**config.mk**
```make
export PLATFORM = sky130hd
export DESIGN_NAME = ifu
export DESIGN_NICKNAME = d
export VERILOG_FILES = /design/src/rtl/ifu_pkg.sv /design/src/rtl/ifu.sv
export SDC_FILE = /design/constraint.sdc
export NUM_CORES = 1
export LEC_CHECK = 0
export ABC_AREA = 1
export ABC_CLOCK_PERIOD_IN_PS = 2200
export CAP_MARGIN = 20
export CORE_ASPECT_RATIO = 0.7
export CORE_MARGIN = 5
export CORE_UTILIZATION = 40
export DETAILED_ROUTE_END_ITERATION = 8
export PLACE_DENSITY_LB_ADDON = 0.12
export REMOVE_ABC_BUFFERS = 1
export SLEW_MARGIN = 15
export SYNTH_ARGS = -nofsm -noshare
export SYNTH_HDL_FRONTEND = slang
export SYNTH_SLANG_ARGS = --single-unit
```
**constraint.sdc**
```tcl
create_clock -name clock -period 2.2 [get_ports clock]
set_clock_uncertainty 0.1 [all_clocks]
set_input_delay 0.55 -clock clock [delete_from_list [all_inputs] [get_ports clock]]
set_output_delay 0.55 -clock clock [all_outputs]
set_load 0.005 [all_outputs]
```
**src/rtl/ifu_pkg.sv**
```systemverilog
// ifu_pkg: shared IFU definitions -- FSM state encoding, default reset PC and the NOP used for faulted fetches.
package ifu_pkg;
    typedef enum logic [1:0] {BOOT, REQ, WAIT, HOLD} state_t;
    localparam logic [63:0] RESET_PC_DEF = 64'h8000_0000;
    localparam logic [31:0] NOP = 32'h0000_0013;
endpackage

```
**src/rtl/ifu.sv**
```systemverilog
// ifu: single-outstanding instruction fetch unit with redirect/kill handling.
// Optional YSYX_23060251_IFU_ALIGN_CHK_EN turns misaligned redirect targets into fetch faults without a memory request.
module ifu
    import ifu_pkg::*;
#(
    parameter logic [63:0] RESET_PC = RESET_PC_DEF
) (
    input  logic        clock,
    input  logic        reset,
    input  logic        redirect_valid_i,
    input  logic [63:0] redirect_pc_i,
    output logic        imem_req_valid_o,
    input  logic        imem_req_ready_i,
    output logic [63:0] imem_req_addr_o,
    input  logic        imem_rsp_valid_i,
    input  logic [31:0] imem_rsp_data_i,
    input  logic        imem_rsp_err_i,
    output logic        f_valid_o,
    input  logic        D_ready_i,
    output logic [31:0] inst_o,
    output logic [63:0] pc_o,
    output logic        fetch_err_o
);
    state_t      state;
    logic [63:0] pc;
    logic        kill;
    logic [31:0] inst;
    logic        err;
    logic        hs;
    logic        bad_tgt;
    logic        bad_pc;

    assign hs = (state == REQ) & imem_req_ready_i;
`ifdef YSYX_23060251_IFU_ALIGN_CHK_EN
    assign bad_tgt = |redirect_pc_i[1:0];
    assign bad_pc  = |pc[1:0];
`else
    assign bad_tgt = 1'b0;
    assign bad_pc  = 1'b0;
`endif

    assign imem_req_valid_o = state == REQ;
    assign imem_req_addr_o  = (state == REQ) ? pc : '0;
    assign f_valid_o        = (state == HOLD) & ~redirect_valid_i;
    assign inst_o           = inst;
    assign pc_o             = pc;
    assign fetch_err_o      = err;

    always_ff @(posedge clock) begin
        if (reset) begin
            state <= BOOT;
            pc    <= RESET_PC;
            kill  <= 1'b0;
            inst  <= '0;
            err   <= 1'b0;
        end else begin
            case (state)
                BOOT: state <= REQ;
                REQ: begin
                    if (redirect_valid_i) begin
                        pc <= redirect_pc_i;
                        // an accepted request must still be drained before a faulting target can be held
                        if (hs) begin
                            kill  <= 1'b1;
                            state <= WAIT;
                        end else if (bad_tgt) begin
                            inst  <= NOP;
                            err   <= 1'b1;
                            state <= HOLD;
                        end
                    end else if (hs) begin
                        state <= WAIT;
                    end
                end
                WAIT: begin
                    if (imem_rsp_valid_i) begin
                        kill <= 1'b0;
                        if (redirect_valid_i) begin
                            pc    <= redirect_pc_i;
                            inst  <= bad_tgt ? NOP : inst;
                            err   <= bad_tgt | err;
                            state <= bad_tgt ? HOLD : REQ;
                        end else if (kill) begin
                            inst  <= bad_pc ? NOP : inst;
                            err   <= bad_pc | err;
                            state <= bad_pc ? HOLD : REQ;
                        end else begin
                            inst  <= imem_rsp_err_i ? NOP : imem_rsp_data_i;
                            err   <= imem_rsp_err_i;
                            state <= HOLD;
                        end
                    end else if (redirect_valid_i) begin
                        pc   <= redirect_pc_i;
                        kill <= 1'b1;
                    end
                end
                HOLD: begin
                    if (redirect_valid_i) begin
                        pc    <= redirect_pc_i;
                        inst  <= bad_tgt ? NOP : inst;
                        err   <= bad_tgt | err;
                        state <= bad_tgt ? HOLD : REQ;
                    end else if (D_ready_i) begin
                        pc    <= pc + 64'd4;
                        state <= REQ;
                    end
                end
                default: state <= BOOT;
            endcase
        end
    end
endmodule

```
# Word-level counts from Yosys, hierarchy flattened
# Index checks and enable logic that the tools add are counted.
[totals] reg_bits=100 input_bits=103 word_cells=45
[op_classes] add_sub_neg=1 eq_ne=9 mux=18 bitwise_logic=4 n_reduce_logical=8
[op_table] op="64-bit 2-to-1 mux" count=4
[op_table] op="64-bit case mux with 2 select lines" count=1
[op_table] op="64-bit by 3-bit adder with 64-bit output, second input constant" count=1
[op_table] op="32-bit 2-to-1 mux" count=1
[op_table] op="2-bit 2-to-1 mux" count=6
[op_table] op="2-bit case mux with 4 select lines" count=1
[op_table] op="4-bit AND reduction" count=2
[op_table] op="3-bit inequality test, second input constant" count=2
[op_table] op="3-bit AND reduction" count=2
[op_table] op="2-bit equality test, second input constant" count=2
[op_table] op="1-bit 2-to-1 mux" count=4
[op_table] op="2-bit by 1-bit inequality test with 1-bit output, second input constant" count=2
[op_table] op="2-bit inequality test, second input constant" count=2
[op_table] op="2-bit nonzero test" count=2
[op_table] op="1-bit AND" count=2
[op_table] op="2-bit by 1-bit equality test with 1-bit output, second input constant" count=1
[op_table] op="2-bit logical NOT" count=1
[op_table] op="1-bit NOT" count=2
[op_table] op="1-bit case mux with 2 select lines" count=1
[op_table] op="2-bit OR reduction" count=1

# Depth between registers and ports, before layout
# Gate-level depths: netlist (run 1).
[depth] depth_word=5 mapped_depth=12 depth_no_buf=11

# Worst setup path after synthesis (run 1)
# Ideal clock, no wire load.
[synth_path] path_type="flip-flop to output port" startpoint="register state[1]" endpoint="output imem_req_addr_o[4]" t_arrival_ps=1283 slack_ps=267 path_stages_with_launch=7 path_cell_list="dfxtp_1 -> inv_1 -> ha_1 -> clkbuf_1 -> clkbuf_1 -> nand2_1 -> inv_1"
[synth_via] elab_chain_len=2
[synth_lines] item="start, declared" line_no="ifu.sv:24" rtl="state_t state;"
[synth_lines] item="start signal, assigned" line_no="ifu.sv:82" rtl="state <= bad_tgt ? HOLD : REQ;"
[synth_lines] item="start signal, assigned" line_no="ifu.sv:86" rtl="state <= bad_pc ? HOLD : REQ;"
[synth_lines] item="start signal, assigned" line_no="ifu.sv:102" rtl="state <= bad_tgt ? HOLD : REQ;"
[synth_lines] item="2-bit by 1-bit equality test with 1-bit output"
[synth_lines] item="net imem_req_valid_o" line_no="ifu.sv:12" rtl="output logic imem_req_valid_o,"
[synth_lines] item="64-bit 2-to-1 mux" line_no="ifu.sv:43" rtl="assign imem_req_addr_o = (state == REQ) ? pc : '0;"
[synth_lines] item="end, declared" line_no="ifu.sv:14" rtl="output logic [63:0] imem_req_addr_o,"
# The timed path passes the listed nets, and every way through them passes these cells.

# Worst setup path after layout (run 1)
[layout_path] startpoint="register state[1]" endpoint="output imem_req_addr_o[47]"
[layout_via] elab_chain_len=2
[layout_lines] item="2-bit by 1-bit equality test with 1-bit output" line_no="ifu.sv:43"
[layout_lines] item="64-bit 2-to-1 mux" line_no="ifu.sv:43"
# Every way passes these cells.

==> parameters.txt, run 1 <==
Parameter                              Value

Setup path
  Crit path max fanout    8
  Length in cells of the worst reg-to-reg path    11
  Worst setup path endpoint    imem_req_addr_o[47]
  R2R Setup Slk    0.07 ns
  Worst setup EP type    primary output
  Destination of the worst register-to-register timing path    pc_o[29]
  Crit Path Class    reg -> out
  Crit path arrival time    1.68 ns
  Req. time, crit path    1.55 ns
  Startpoint class of the critical path    flop
  Critical path startpoint    state[1]
  Worst reg2reg startpoint    state[1]

Routing
  DRC violation count after routing    0
  Total wirelength of the detailed-routed design    30.0 mm
  Drt initial violations    867
  Per-cell via count in the routed design    5.09
  Antenna Nets Post-Route    0
  Vias post-DR    9228
  Post-detailed-route wirelength per cell    16.5 um
  Total iterations of the first detailed-routing run    5

Logic synthesis
  Number of enable-type register cells in the synthesized netlist    0
  Post-synthesis async set-or-reset flop share    0%
  Average size of a mapped cell    5.61 um2
  Share of synthesized area occupied by flip-flops and latches    28.5%
  Warnings from Yosys    0
  Post-synth cell types    37
  Dominant cells by area after synthesis    dfxtp_1 28%, nand2_1 23%, nor2_1 11%, inv_1 8.5%, a21oi_1 6.7%
  Top-count cell post-synth    nand2_1
  Number of flip-flops and latches in the synthesized netlist    100
  Top post-synthesis cells by count    431 x nand2_1, 199 x nor2_1, 159 x inv_1
  Total standard cell area after synthesis    0.00703 mm2
  Post-synthesis instance total    1253
  Cell taking the most area after synthesis    dfxtp_1
  Main flop type after synthesis    dfxtp_1
  Share of the synthesized area in the top cell type    28.5%

Die
  Standard-cell rows    40
  Initial core utilization    40.8%
  Die Span X    168 um
  # IOs    266
  Core region area    0.0172 mm2
  Chip height    121 um
  DIE AREA    0.0204 mm2

Cells and area
  Fraction of final layout cells with drive strength greater than 1    21.4%
  Post-layout nets    1683
  Design area    0.0115 mm2
  Total inserted antenna cells    0
  Synth-to-layout area growth    63.0%

Placed design
  Final Wtd Congestion    0.960
  Detail Placement HPWL    21.2 mm
  PortBufs    265
  Setup slack after placement    -0.302 ns
  Area after DPL    0.0103 mm2

CTS
  Clk root buf    clkbuf_16
  Clock-pin slew reported for the worst setup and hold paths after clock tree synthesis    0.08 ns
  Number of CTS-inserted buffers    9
  Maximum buffer depth of the clock tree    2
  Clock sinks    100
  CTS Hold Bufs    0
  Clock insertion delay at the later pin of the skew report    0.36 ns
  Clock tree from TritonCTS    yes
  Htree depth    3

Timing
  Number of setup violations in the final report    17
  Max-slew violation count    0
  Aggregate negative setup slack    -0.960 ns
  Final critical delay including setup and external delays    2.33 ns
  Count of final hold-check violations    0
  Share of the clock period used by the worst path after layout    106%
  Normalized max-slew margin    67.2%
  Slew @ Worst Pin    0.492 ns
  Peak clock frequency supported by timing    429 MHz
  Final Hold Slack    0.366 ns
  RSZ-0062 raised after global routing    true
  Final worst slack    -0.132 ns

Power
  Overall power after layout    0.00860 W
  Combinational group share of total power    49.0%
  Total power divided by cell area    750 mW/mm2
  Max IR drop VDD    0.000512 V
  Net switching power figure    0.00320 W
  Leakage power summed over all cells    5.08 nW
  Portion of total power attributed to sequential cells    30.0%
  Clk network pwr share    21.1%
  Internal portion of total power    0.00540 W
  Sw Ratio    37.2%

Status
  Failing checks    setup timing
  Status    finished, violations left

Global routing
  Antenna violations before repair    0
  Wire length of the first global-routing pass    45.2 mm
  Via count of the first global-routing pass    8560
  Global-route total usage across every layer    27.7%
  Global route overflow    0
  Maximum number of pins on one net before global-route repair    90

Run
  Max Cap Violations    0

Min path
  Instance count along the most critical hold path    2
  Type of the most critical hold path    reg -> reg
metrics by stage:
| step | util, % | cells |
|---|---|---|
| detailed placement | 59.8 | 1754 |
| global placement | 59.8 | 1754 |
| CTS | 64.6 | 1809 |
| finish | 66.6 | 1812 |
| global route | 66.6 | 1812 |
| floorplan | - | 1202 |
state kept, by name, summed over array words and instances (netlist names):
register / flops
kill: 1
state: 2
fetch_err_o: 1
inst_o: 32
pc_o: 64
cells in the final DEF (no fill, tap or decap), types with 43 or more instances in the layout:
cell type / instances
nand2_1: 372
clkdlybuf4s50_1: 198
nor2_1: 192
inv_1: 125
a21oi_1: 92
dfxtp_1: 91
nand3_1: 64
buf_4: 53
o21ai_0: 47
nand2_2: 46
buf_6: 43
logic make-up (layout without fill, tap and decap cells):
logic type | count (synthesis) | count (layout) | synth area share [%]
AO/OA/AOI/OAI | 173 | 173 | 13.3
flip-flops | 100 | 100 | 28.5
XOR/XNOR | 13 | 13 | 1.62
buffers and inverters | 212 | 540 | 11.6
adder cells (fa/ha/maj) | 4 | 4 | 0.712
AND/OR/NAND/NOR | 751 | 751 | 44.3
timing repair:
action	in CTS	in global routing
resized for setup	290	161
pin swaps	15	14
buffers inserted	31	5
setup endpoints to repair	66	94
gates cloned	8	1
hold endpoints to repair	0	0
layer usage:
layer  track usage [%]  wire length, um
met1              38.7            13100
met2              42.5            13000
met3              7.59             3250
met4              6.64              571
met5                 0                0
critical path, stage by stage, from the launching register on:
cell	delay, ns
dfxtp_2	0.34
inv_2	0.05
ha_4	0.16
buf_12	0.15
buf_12	0.14
buf_16	0.15
buf_6	0.12
nand2_2	0.06
inv_1	0.03
buf_2	0.11
power by group through the flow:
stage          sequential (W)  combinational [W]  clock, W
6_report              0.00258            0.00421   0.00181
5_1_grt               0.00262            0.00451   0.00190
4_1_cts               0.00253            0.00392   0.00184
3_5_place_dp          0.00255            0.00291         0
3_3_place_gp          0.00254            0.00287         0
2_1_floorplan         0.00248            0.00114         0
area by class of cell:
type | count | area, um2
Fill cell | 1552 | 5760
Multi-Input combinational cell | 941 | 4530
Inverter | 161 | 609
Timing Repair Buffer | 363 | 3690
Sequential cell | 100 | 2020
Tap cell | 231 | 289
Clock inverter | 7 | 106
Clock buffer | 9 | 225
worst min-delay path by stage:
stage | from | end
floorplan | kill | kill
global placement | inst_o[30] | inst_o[30]
detailed placement | inst_o[30] | inst_o[30]
CTS | inst_o[15] | inst_o[15]
global route | inst_o[5] | inst_o[5]
finish | inst_o[23] | inst_o[23]
No activity file was read; power rests on OpenSTA's default activity.
==> run 2, diff against run 1 <==
- CORE_UTILIZATION: 40 -> 29
- SETUP_SLACK_MARGIN: unset -> 0.2
- SLEW_MARGIN: 15 -> 10
==> run 2 against run 1 <==
The flow still finishes with violations (setup timing). Flip-flop and latch count did not move. Register-to-register slack gained 0.17 ns. Die area is 35% higher. Sequential share of layout area is 0.34 points higher. First-iteration DRC count is 12% lower. Maximum frequency fell by 0.73%. Power shrank 1.8%. Critical path type unchanged.
==> parameters.txt, run 2 (synthesis results as in run 1) <==
Parameter                              Value

Global routing
  Maximum number of pins on one net before global-route repair    90 (unchanged)
  Via count of the first global-routing pass    8280 (was 8560)
  Global route overflow    0 (unchanged)
  Wire length of the first global-routing pass    48.5 mm (was 45.2 mm)
  Antenna violations before repair    2 (was 0)
  Global-route total usage across every layer    22.2% (was 27.7%)

Die
  Core region area    0.0238 mm2 (was 0.0172 mm2)
  Standard-cell rows    47 (was 40)
  Chip height    140 um (was 121 um)
  # IOs    266 (unchanged)
  DIE AREA    0.0275 mm2 (was 0.0204 mm2)
  Initial core utilization    29.6% (was 40.8%)
  Die Span X    196 um (was 168 um)

Power
  Sw Ratio    38.0% (was 37.2%)
  Net switching power figure    0.00321 W (was 0.00320 W)
  Internal portion of total power    0.00523 W (was 0.00540 W)
  Portion of total power attributed to sequential cells    30.9% (was 30.0%)
  Leakage power summed over all cells    5.34 nW (was 5.08 nW)
  Combinational group share of total power    48.9% (was 49.0%)
  Clk network pwr share    20.1% (was 21.1%)
  Total power divided by cell area    710 mW/mm2 (was 750 mW/mm2)
  Max IR drop VDD    0.000513 V (was 0.000512 V)

Cells and area
  Total inserted antenna cells    0 (unchanged)
  Flip-flop count of the largest register after layout    64 (unchanged)
  Top library cells by usage in the layout, fill and taps aside    406 x nand2_1, 181 x clkdlybuf4s50_1, 176 x nor2_1 (was 372 x nand2_1, 198 x clkdlybuf4s50_1, 192 x nor2_1)
  Number of non-filler instances in the completed layout    1928 (was 1812)
  Synth-to-layout area growth    69.2% (was 63.0%)
  Post-layout nets    1712 (was 1683)
  Leading cell type in the layout, fill and taps excluded    nand2_1 (unchanged)
  Design area    0.0119 mm2 (was 0.0115 mm2)
  Fraction of final layout cells with drive strength greater than 1    24.7% (was 21.4%)

Routing
  Post-detailed-route wirelength per cell    17.6 um (was 16.5 um)
  Antenna Nets Post-Route    0 (unchanged)
  Per-cell via count in the routed design    4.82 (was 5.09)
  Total iterations of the first detailed-routing run    5 (unchanged)
  Drt initial violations    759 (was 867)
  Total wirelength of the detailed-routed design    34.0 mm (was 30.0 mm)
  Vias post-DR    9297 (was 9228)
  DRC violation count after routing    0 (unchanged)

Setup path
  Crit path max fanout    5 (was 8)
  Stage delay of the slowest cell on the critical path    0.34 ns (about the same)
  R2R Setup Slk    0.24 ns (was 0.07 ns)
  Crit path arrival time    1.70 ns (was 1.68 ns)
  Req. time, crit path    1.55 ns (about the same)
  Critical path's top delay family    buffers and inverters (unchanged)
  Startpoint class of the critical path    flop (unchanged)
  Crit Path Class    reg -> out (unchanged)
  Slowest library cell on the worst path    dfxtp_2 (unchanged)
  Crit-path cells    inv_2 -> ha_4 -> buf_6 -> buf_12 -> clkbuf_16 -> nand2_1 -> inv_1 -> dlygate4sd2_1 (was inv_2 -> ha_4 -> buf_12 -> buf_12 -> buf_16 -> buf_6 -> nand2_2 -> inv_1 -> buf_2)
  Worst setup EP type    primary output (unchanged)
  Worst path bufs/invs    6 (was 7)

CTS
  Maximum buffer depth of the clock tree    2 (unchanged)
  Clock-pin slew reported for the worst setup and hold paths after clock tree synthesis    0.08 ns (about the same)
  Clk root buf    clkbuf_16 (unchanged)
  Clock insertion delay at the later pin of the skew report    0.36 ns (about the same)
  Number of CTS-inserted buffers    9 (unchanged)
  Clock sinks    100 (unchanged)
  Clock tree from TritonCTS    yes (unchanged)
  Htree depth    3 (unchanged)

Timing
  RSZ-0062 raised after global routing    true (unchanged)
  Share of the clock period used by the worst path after layout    107% (was 106%)
  Aggregate negative setup slack    -0.749 ns (was -0.960 ns)
  Normalized max-slew margin    59.3% (was 67.2%)
  Final worst slack    -0.149 ns (was -0.132 ns)
  Count of final hold-check violations    0 (unchanged)
  Number of setup violations in the final report    13 (was 17)
  Max-slew violation count    0 (unchanged)
  Final critical delay including setup and external delays    2.35 ns (was 2.33 ns)
  Slew @ Worst Pin    0.610 ns (was 0.492 ns)
  Peak clock frequency supported by timing    426 MHz (was 429 MHz)

Min path
  Type of the most critical hold path    reg -> reg (unchanged)

Placed design
  Detail Placement HPWL    23.3 mm (was 21.2 mm)
  Setup slack after placement    -0.241 ns (was -0.302 ns)
  Area after DPL    0.0104 mm2 (was 0.0103 mm2)
  PortBufs    265 (unchanged)
  Final Wtd Congestion    0.929 (was 0.960)
  Post-Place Cells    1841 (was 1754)

Status
  Failing checks    setup timing (unchanged)
  Status    finished, violations left (unchanged)

Run
  Max Cap Violations    0 (unchanged)
run 2: cell types whose count changed in the layout (fill, tap and decap cells not counted), sizes merged:
| cell | change |
|---|---|
| buf | +3 |
| bufinv | -1 |
| clkbuf | +19 |
| clkdlybuf4s15 | +2 |
| clkdlybuf4s50 | -17 |
| clkinv | +2 |
| clkinvlp | -1 |
| dlygate4sd2 | +10 |
| dlymetal6s2s | +12 |
run 2: final timing paths:
kind / start / to / depth (start not counted)
worst max-delay path: state[1] / imem_req_addr_o[42] / 8
worst min-delay path: inst_o[11] / inst_o[11] / 2
worst max register to register: pc_o[6] / pc_o[47] / 11
worst min register to register: inst_o[11] / inst_o[11] / 2
run 2: power by group through the flow:
stage	clock [W]	combinational, W	sequential, W
floorplan	0	0.00114	0.00248
global placement	0	0.00284	0.00258
detailed placement	0	0.00286	0.00259
CTS	0.00173	0.00353	0.00258
global route	0.00180	0.00443	0.00266
finish	0.00170	0.00413	0.00261
run 2: final cells by class:
class                      instances  area [um2]
clock inverter                     7        73.8
timing repair buffer             392        3870
inverter                         161         614
tap                              318         398
multi-input combinational        941        4590
clock buffer                       9         225
sequential                       100        2130
fill                            2478       11900
run 2: worst reg2reg max path: stages, from the launching register on:
cell and delay, ns:
dfxtp_2 0.40, nand2_1 0.21, inv_2 0.15, nand2_2 0.09, nor2_2 0.20, nand2_2 0.12
inv_1 0.09, nand4_1 0.18, nand2_1 0.15, nand3_1 0.07, nand2_1 0.06, nor2_1 0.04
run 2: what timing repair did:
item	4_1_cts	5_1_grt
endpoints found under the setup margin	145	184
hold endpoints to repair	0	0
resized for setup	213	240
buffers inserted	28	28
hold buffers	0	0
gates cloned	5	10
pin swaps	10	21
run 2: per-stage QoR:
stage	utilization (%)	total power [W]	hold WS (ns)
final	50.1	0.00844	0.370
after global routing	50.1	0.00889	0.379
after CTS	47.4	0.00784	0.367
after detailed placement	43.7	0.00545	0.355
after global placement	43.7	0.00542	0.351
after floorplan	-	0.00362	0.350
run 2: per-layer routing:
metal / vias up / share of wire (%) / track usage [%]
met2: 357 / 42 / 32.9
met1: 4303 / 49 / 33.8
met5: - / 0.074 / 0
li1: 4600 / - / -
met4: 4 / 0.86 / 2.97
met3: 33 / 8.0 / 4.61
